<file path="config.mk">
export PLATFORM = sky130hd
export DESIGN_NAME = hazard_stall_ctrl
export DESIGN_NICKNAME = d
export VERILOG_FILES = /design/src/rtl/hazard_stall_ctrl.sv
export SDC_FILE = /design/constraint.sdc
export NUM_CORES = 1
export LEC_CHECK = 0
export ABC_AREA = 1
export BUFFER_PORTS_ARGS = -buffer_cell sky130_fd_sc_hd__clkbuf_2
export CAP_MARGIN = 15
export CORE_AREA = 3 3 71 73
export DETAILED_ROUTE_END_ITERATION = 8
export DIE_AREA = 0 0 74 76
export RECOVER_POWER = 25
export SLEW_MARGIN = 15
export SYNTH_ARGS = -nofsm -noshare
export SYNTH_HDL_FRONTEND = slang
export SYNTH_SLANG_ARGS = --single-unit
</file>
<file path="constraint.sdc">
create_clock -name clk_i -period 2.9 [get_ports clk_i]
set_clock_uncertainty 0.05 [all_clocks]
set_input_delay 0 -clock clk_i [delete_from_list [all_inputs] [get_ports clk_i]]
set_output_delay 0 -clock clk_i [all_outputs]
set_load 0.01 [all_outputs]
</file>
<file path="src/rtl/hazard_stall_ctrl.sv">
// hazard_stall_ctrl
// Pipeline scheduler for the 5-stage MIPS datapath. Owns PC write enable and
// IF/ID write/flush, drives NoOp into Control, inserts load-use bubbles,
// flushes IF/ID on taken beq / j, and freezes the whole pipeline while a
// data-memory access in MEM completes.
//
// Optional feature: define DMEM_TIMEOUT_EN to abort a WAIT that lasts TIMEOUT
// cycles without dmem_ready_i; the abort sets the sticky DmemErr_o flag.
//
// Ports:
//   clk_i, rst_i                 clock, synchronous active-low reset
//   IDEX_MemRd_i, IDEX_Rt_i      lw in EX and its destination register
//   IFID_Rs_i, IFID_Rt_i         source registers of the instruction in ID
//   EXMEM_MemRd_i/MemWr_i        lw / sw in MEM (starts a memory access)
//   BrTaken_i, Jump_i            control-flow change resolved in ID
//   dmem_ready_i / dmem_req_o    data memory handshake
//   PCWrite_o, IFID_Write_o      PC and IF/ID write enables
//   IFID_Flush_o                 IF/ID clears to nop
//   NoOp_o                       zeroes ID-stage control signals
//   PipeStall_o                  freezes ID/EX, EX/MEM, MEM/WB
//   StallCnt_o                   saturating count of cycles with PCWrite_o=0
//   DmemErr_o                    sticky timeout flag (0 without DMEM_TIMEOUT_EN)
//   dbg_state_o                  current FSM state (0 = RUN, 1 = WAIT)
//
// Memory handshake: dmem_req_o is a level held from the first cycle a memory
// op sits in MEM until (and including) the cycle dmem_ready_i is seen in WAIT.
// The access completes on the rising edge where req=1 and ready=1; ready is
// ignored in RUN, so every access takes at least two cycles.
module hazard_stall_ctrl #(
    parameter int CNT_W   = 16,
    parameter int TIMEOUT = 64
) (
    input  logic             clk_i,
    input  logic             rst_i,
    input  logic             IDEX_MemRd_i,
    input  logic [4:0]       IDEX_Rt_i,
    input  logic [4:0]       IFID_Rs_i,
    input  logic [4:0]       IFID_Rt_i,
    input  logic             EXMEM_MemRd_i,
    input  logic             EXMEM_MemWr_i,
    input  logic             BrTaken_i,
    input  logic             Jump_i,
    input  logic             dmem_ready_i,
    output logic             dmem_req_o,
    output logic             PCWrite_o,
    output logic             IFID_Write_o,
    output logic             IFID_Flush_o,
    output logic             NoOp_o,
    output logic             PipeStall_o,
    output logic [CNT_W-1:0] StallCnt_o,
    output logic             DmemErr_o,
    output logic             dbg_state_o
);

    localparam logic [0:0] ST_RUN  = 1'b0;
    localparam logic [0:0] ST_WAIT = 1'b1;

    logic [0:0]       r_state;
    logic [0:0]       w_state_nxt;
    logic [CNT_W-1:0] r_stall_cnt;
    logic             w_mem_op;
    logic             w_load_use;
    logic             w_ctl_flow;
    logic             w_timeout;

    assign w_mem_op   = EXMEM_MemRd_i | EXMEM_MemWr_i;
    // $0 is hard-wired zero, so a lw targeting it never creates a dependency.
    assign w_load_use = IDEX_MemRd_i && (IDEX_Rt_i != 5'd0) &&
                        ((IDEX_Rt_i == IFID_Rs_i) || (IDEX_Rt_i == IFID_Rt_i));
    assign w_ctl_flow = BrTaken_i | Jump_i;

`ifdef DMEM_TIMEOUT_EN
    localparam int TO_W = $clog2(TIMEOUT + 1);

    logic [TO_W-1:0] r_to_cnt;
    logic            r_err;

    // The last allowed WAIT cycle without ready aborts the access.
    assign w_timeout = (r_state == ST_WAIT) && !dmem_ready_i &&
                       (r_to_cnt == TO_W'(TIMEOUT - 1));

    always_ff @(posedge clk_i) begin
        if (!rst_i) begin
            r_to_cnt <= '0;
            r_err    <= 1'b0;
        end else begin
            // Held at zero in RUN so every WAIT starts counting from zero.
            if (r_state == ST_RUN) begin
                r_to_cnt <= '0;
            end else if (!dmem_ready_i) begin
                r_to_cnt <= r_to_cnt + 1'b1;
            end
            if (w_timeout) begin
                r_err <= 1'b1;
            end
        end
    end

    assign DmemErr_o = r_err;
`else
    assign w_timeout = 1'b0;
    assign DmemErr_o = 1'b0;
`endif

    always_comb begin
        w_state_nxt  = r_state;
        dmem_req_o   = 1'b0;
        PipeStall_o  = 1'b0;
        PCWrite_o    = 1'b1;
        IFID_Write_o = 1'b1;
        IFID_Flush_o = 1'b0;
        NoOp_o       = 1'b0;
        if (!rst_i) begin
            w_state_nxt  = ST_RUN;
            PCWrite_o    = 1'b0;
            IFID_Write_o = 1'b0;
            NoOp_o       = 1'b1;
        end else if ((r_state == ST_RUN && w_mem_op) ||
                     (r_state == ST_WAIT && !dmem_ready_i && !w_timeout)) begin
            // Memory freeze: outranks load-use and flush.
            w_state_nxt  = ST_WAIT;
            dmem_req_o   = 1'b1;
            PipeStall_o  = 1'b1;
            PCWrite_o    = 1'b0;
            IFID_Write_o = 1'b0;
        end else begin
            // Pipeline advances this edge: plain RUN, the ready cycle, or an
            // aborted access. Req stays high through the ready cycle only.
            w_state_nxt = ST_RUN;
            dmem_req_o  = (r_state == ST_WAIT) && dmem_ready_i;
            if (w_load_use) begin
                // Stall wins over a branch; the branch is seen again next cycle.
                PCWrite_o    = 1'b0;
                IFID_Write_o = 1'b0;
                NoOp_o       = 1'b1;
            end else if (w_ctl_flow) begin
                IFID_Flush_o = 1'b1;
            end
        end
    end

    always_ff @(posedge clk_i) begin
        if (!rst_i) begin
            r_state     <= ST_RUN;
            r_stall_cnt <= '0;
        end else begin
            r_state <= w_state_nxt;
            if (!PCWrite_o && (r_stall_cnt != '1)) begin
                r_stall_cnt <= r_stall_cnt + 1'b1;
            end
        end
    end

    assign StallCnt_o  = r_stall_cnt;
    assign dbg_state_o = r_state;

endmodule

</file>
==> key figures <==
Timing
  • Least-Margin Pin Slew: 0.572 ns
  • Max frequency: ~550 MHz
  • Fin crit share: a little over three fifths
  • RSZ-0062 raised after global routing: false
  • Final hold vios: 0
  • Setup TNS: 0 ns
  • Setup violators final: 0
  • Setup WS post-layout: ~1.1 ns
  • Fin. max-slew vios: 0
  • Rel. slew slack: around 62%
  • Tmin final: 1.81 ns

Worst setup path
  • Critical Path AT: around 1.9 ns
  • CP bufs+invs: 2
  • Reg-to-reg slack, setup: ~1.1 ns
  • R2R Path Start: StallCnt_o[0]$_SDFFE_PN0P_
  • Crit start category: flop
  • Crit Path Class: flop to flop
  • Worst R2R End: StallCnt_o[6]$_SDFFE_PN0P_
  • Crit path cell chain: ha_1 > nand2_1 > inv_1 > nand2_2 > nor2_2 > nand3_2 > nor2_4 > inv_2 > nand2_1 > nand2_1 > nand2_1 > nor2_1
  • Critical Path End Type: flop
  • Reg2reg path depth: 12
  • Worst path depth: 12
  • Crit path top cell by count: nand2_1
  • Slowest stage delay, CP: a little over 0.4 ns
  • Crit path max-delay family: simple AND/OR/NAND/NOR gates
  • Worst Path Required: roughly 3 ns
  • Slowest CP cell: dfxtp_1
  • Worst Path Max Fanout: 13

Run
  • Max-cap violations: 0

Drt
  • Detailed Routing Iterations Pass 1: 4
  • DRT iter0 DRCs: 108
  • ANT nets after route: 0
  • DR vias: between 1,000 and 1,500
  • Routed len/inst: between 9 and 10 um
  • Vias per cell: around 4.4
  • DRC viols: 0
  • WL final: 2.99 mm

Clocking
  • CTS Sinks: 17
  • Post-CTS sizing: 0
  • H-tree depth: 1
  • Clock Tree Root: clkbuf_8
  • Clk_lat worst skew: approximately 0.26 ns
  • Hold_buf cts: 0
  • Clk slew on worst S/H paths: 0.07 ns
  • CTS tree: done
  • CTS buffer count: 3
  • Clock Path Buffers: 2
  • Setup bufs post-CTS: 0

Placement
  • Global placement routability congestion: 0.841
  • Dpl hpwl: ~2.4 mm
  • Placement Setup Slack: about 1.1 ns
  • Port-buffer cells: 45

Hold path
  • WHS Endpoint: dbg_state_o$_DFF_P_
  • Min-delay src: dmem_ready_i
  • Hold WC Path Type: input port to flop
  • Hold Path Cell Cnt: 4

Logic synthesis
  • Synth top area share: approximately a quarter
  • Register bit count reported by yosys: 17
  • Post-synth top area cell: dfxtp_1
  • Syn Area/Cell: roughly 6.1 um2
  • Register area share after synthesis: between 20 and 30%
  • Ys Warns: 0
  • Number of synthesized flops with an enable pin: 0
  • Net count after synthesis: ~240
  • Synth top area cells: dfxtp_1, nand2_1, nor2_1
  • Synth cell types: 26
  • Mapped Area: between 1000 and 1500 um2
  • Fraction of registers with async set/reset: 0%
  • Post-Syn Instances: 220
  • Top_reg_cell synth: dfxtp_1

GRT
  • Congestion Overflow GR: 0
  • Initial antenna violation count: 0
  • First-pass GRT wire length: about 5.4 mm
  • Largest net degree at the start of global routing: 31
  • Number of global-route vias before repair: roughly 1,300
  • Total Routing Usage GR: around an eighth

Floorplan
  • Cell Rows: 24
  • Io pins: 47
  • Initial Utilization: 30.2%
  • Die Area: about 5600 um2
  • Die H: around 76 um
  • Core Area: between 4000 and 5000 um2
  • Die Wd: about 74 um

Pwr
  • Leakage power: 0.000802 uW
  • Power after layout: approximately 580 uW
  • Maximum vdd ir drop: 129 uV
  • Power density over the cells: 368 nW/um2

Finish
  • Layout cells sized above 1: between 20% and 30%
  • Post-layout util: roughly 36%
  • Nets: roughly 290
  • # diodes: 0
  • Area grow syn2layout: 19.1%

Run status
  • Status: finished clean
how the worst max path moves through the flow:
stage                          startpoint                         end  slack, ns
4_1_cts        StallCnt_o[0]$_SDFFE_PN0P_  StallCnt_o[6]$_SDFFE_PN0P_       1.08
6_report       StallCnt_o[0]$_SDFFE_PN0P_  StallCnt_o[6]$_SDFFE_PN0P_       1.09
3_3_place_gp   StallCnt_o[0]$_SDFFE_PN0P_  StallCnt_o[6]$_SDFFE_PN0P_       1.17
5_1_grt        StallCnt_o[0]$_SDFFE_PN0P_  StallCnt_o[6]$_SDFFE_PN0P_       0.83
3_5_place_dp   StallCnt_o[0]$_SDFFE_PN0P_  StallCnt_o[6]$_SDFFE_PN0P_       1.09
2_1_floorplan  StallCnt_o[0]$_SDFFE_PN0P_  StallCnt_o[0]$_SDFFE_PN0P_       1.23
cells in the mapped netlist (3+ instances only):
| cell | n |
|---|---|
| o21ai_0 | 6 |
| nand3_1 | 9 |
| nand2_1 | 58 |
| a21oi_1 | 13 |
| dfxtp_1 | 17 |
| xnor2_1 | 4 |
| inv_1 | 32 |
| buf_4 | 3 |
| nand2_2 | 4 |
| xor2_1 | 4 |
| nand3_2 | 5 |
| nor2_1 | 42 |
final cells by class:
cell class,instances,area [um2]
Tap cell,52,65.1
Clock buffer,4,45.0
Timing Repair Buffer,45,213
Fill cell,506,2830
Multi-Input combinational cell,161,796
Sequential cell,17,340
Inverter,34,128
registers in the layout, summed over array words and instances (netlist names):
name	count
StallCnt_o	16
dbg_state_o	1
cells by family after synthesis:
group / share of synthesized area (%)
AND/OR/NAND/NOR: 45.6
buffers and inverters: 14.7
AO/OA/AOI/OAI: 7.61
flip-flops: 25.5
XOR/XNOR: 5.26
adder cells (fa/ha/maj): 0.939
other: 0.281
tightest hold or removal path: stages:
cell and delay [ns]:
clkbuf_2 0.08, o21ai_0 0.11, inv_1 0.07, nor2_1 0.05
per-stage QoR:
step | cells | hold slack [ns] | area (um2)
after CTS | 313 | 0.0370 | 1600
after floorplan | 220 | 0.0886 | 1330
after detailed placement | 309 | 0.291 | 1550
after global routing | 313 | 0.103 | 1590
after global placement | 309 | 0.306 | 1550
final | 313 | 0.0421 | 1590
cells in the final DEF, fill, tap and decap left out, types with 3 or more instances in the layout:
| cell | instances |
|---|---|
| nand2_2 | 4 |
| clkbuf_2 | 35 |
| inv_1 | 32 |
| xor2_1 | 4 |
| nand3_1 | 9 |
| o21ai_0 | 6 |
| nand3_2 | 5 |
| nor2_1 | 42 |
| a21oi_1 | 13 |
| nand2_1 | 58 |
| clkbuf_1 | 11 |
| dfxtp_1 | 17 |
| xnor2_1 | 4 |
| clkbuf_8 | 3 |
routing by layer:
metal | up-vias | GRT usage [%] | routed length, um
li1 | 754 | - | -
met1 | 571 | 15.6 | 1450
met2 | 43 | 18.1 | 1300
met3 | 5 | 2.11 | 175
met4 | 0 | 4.89 | 57
met5 | - | 0 | 0
where the power goes:
part           total [uW]  switching (uW)  internal, uW
registers             262            15.5           247
logic                 135            77.9          57.1
clock network         186            88.6          97.8
Note: power is estimated with default switching activity, not from simulation.
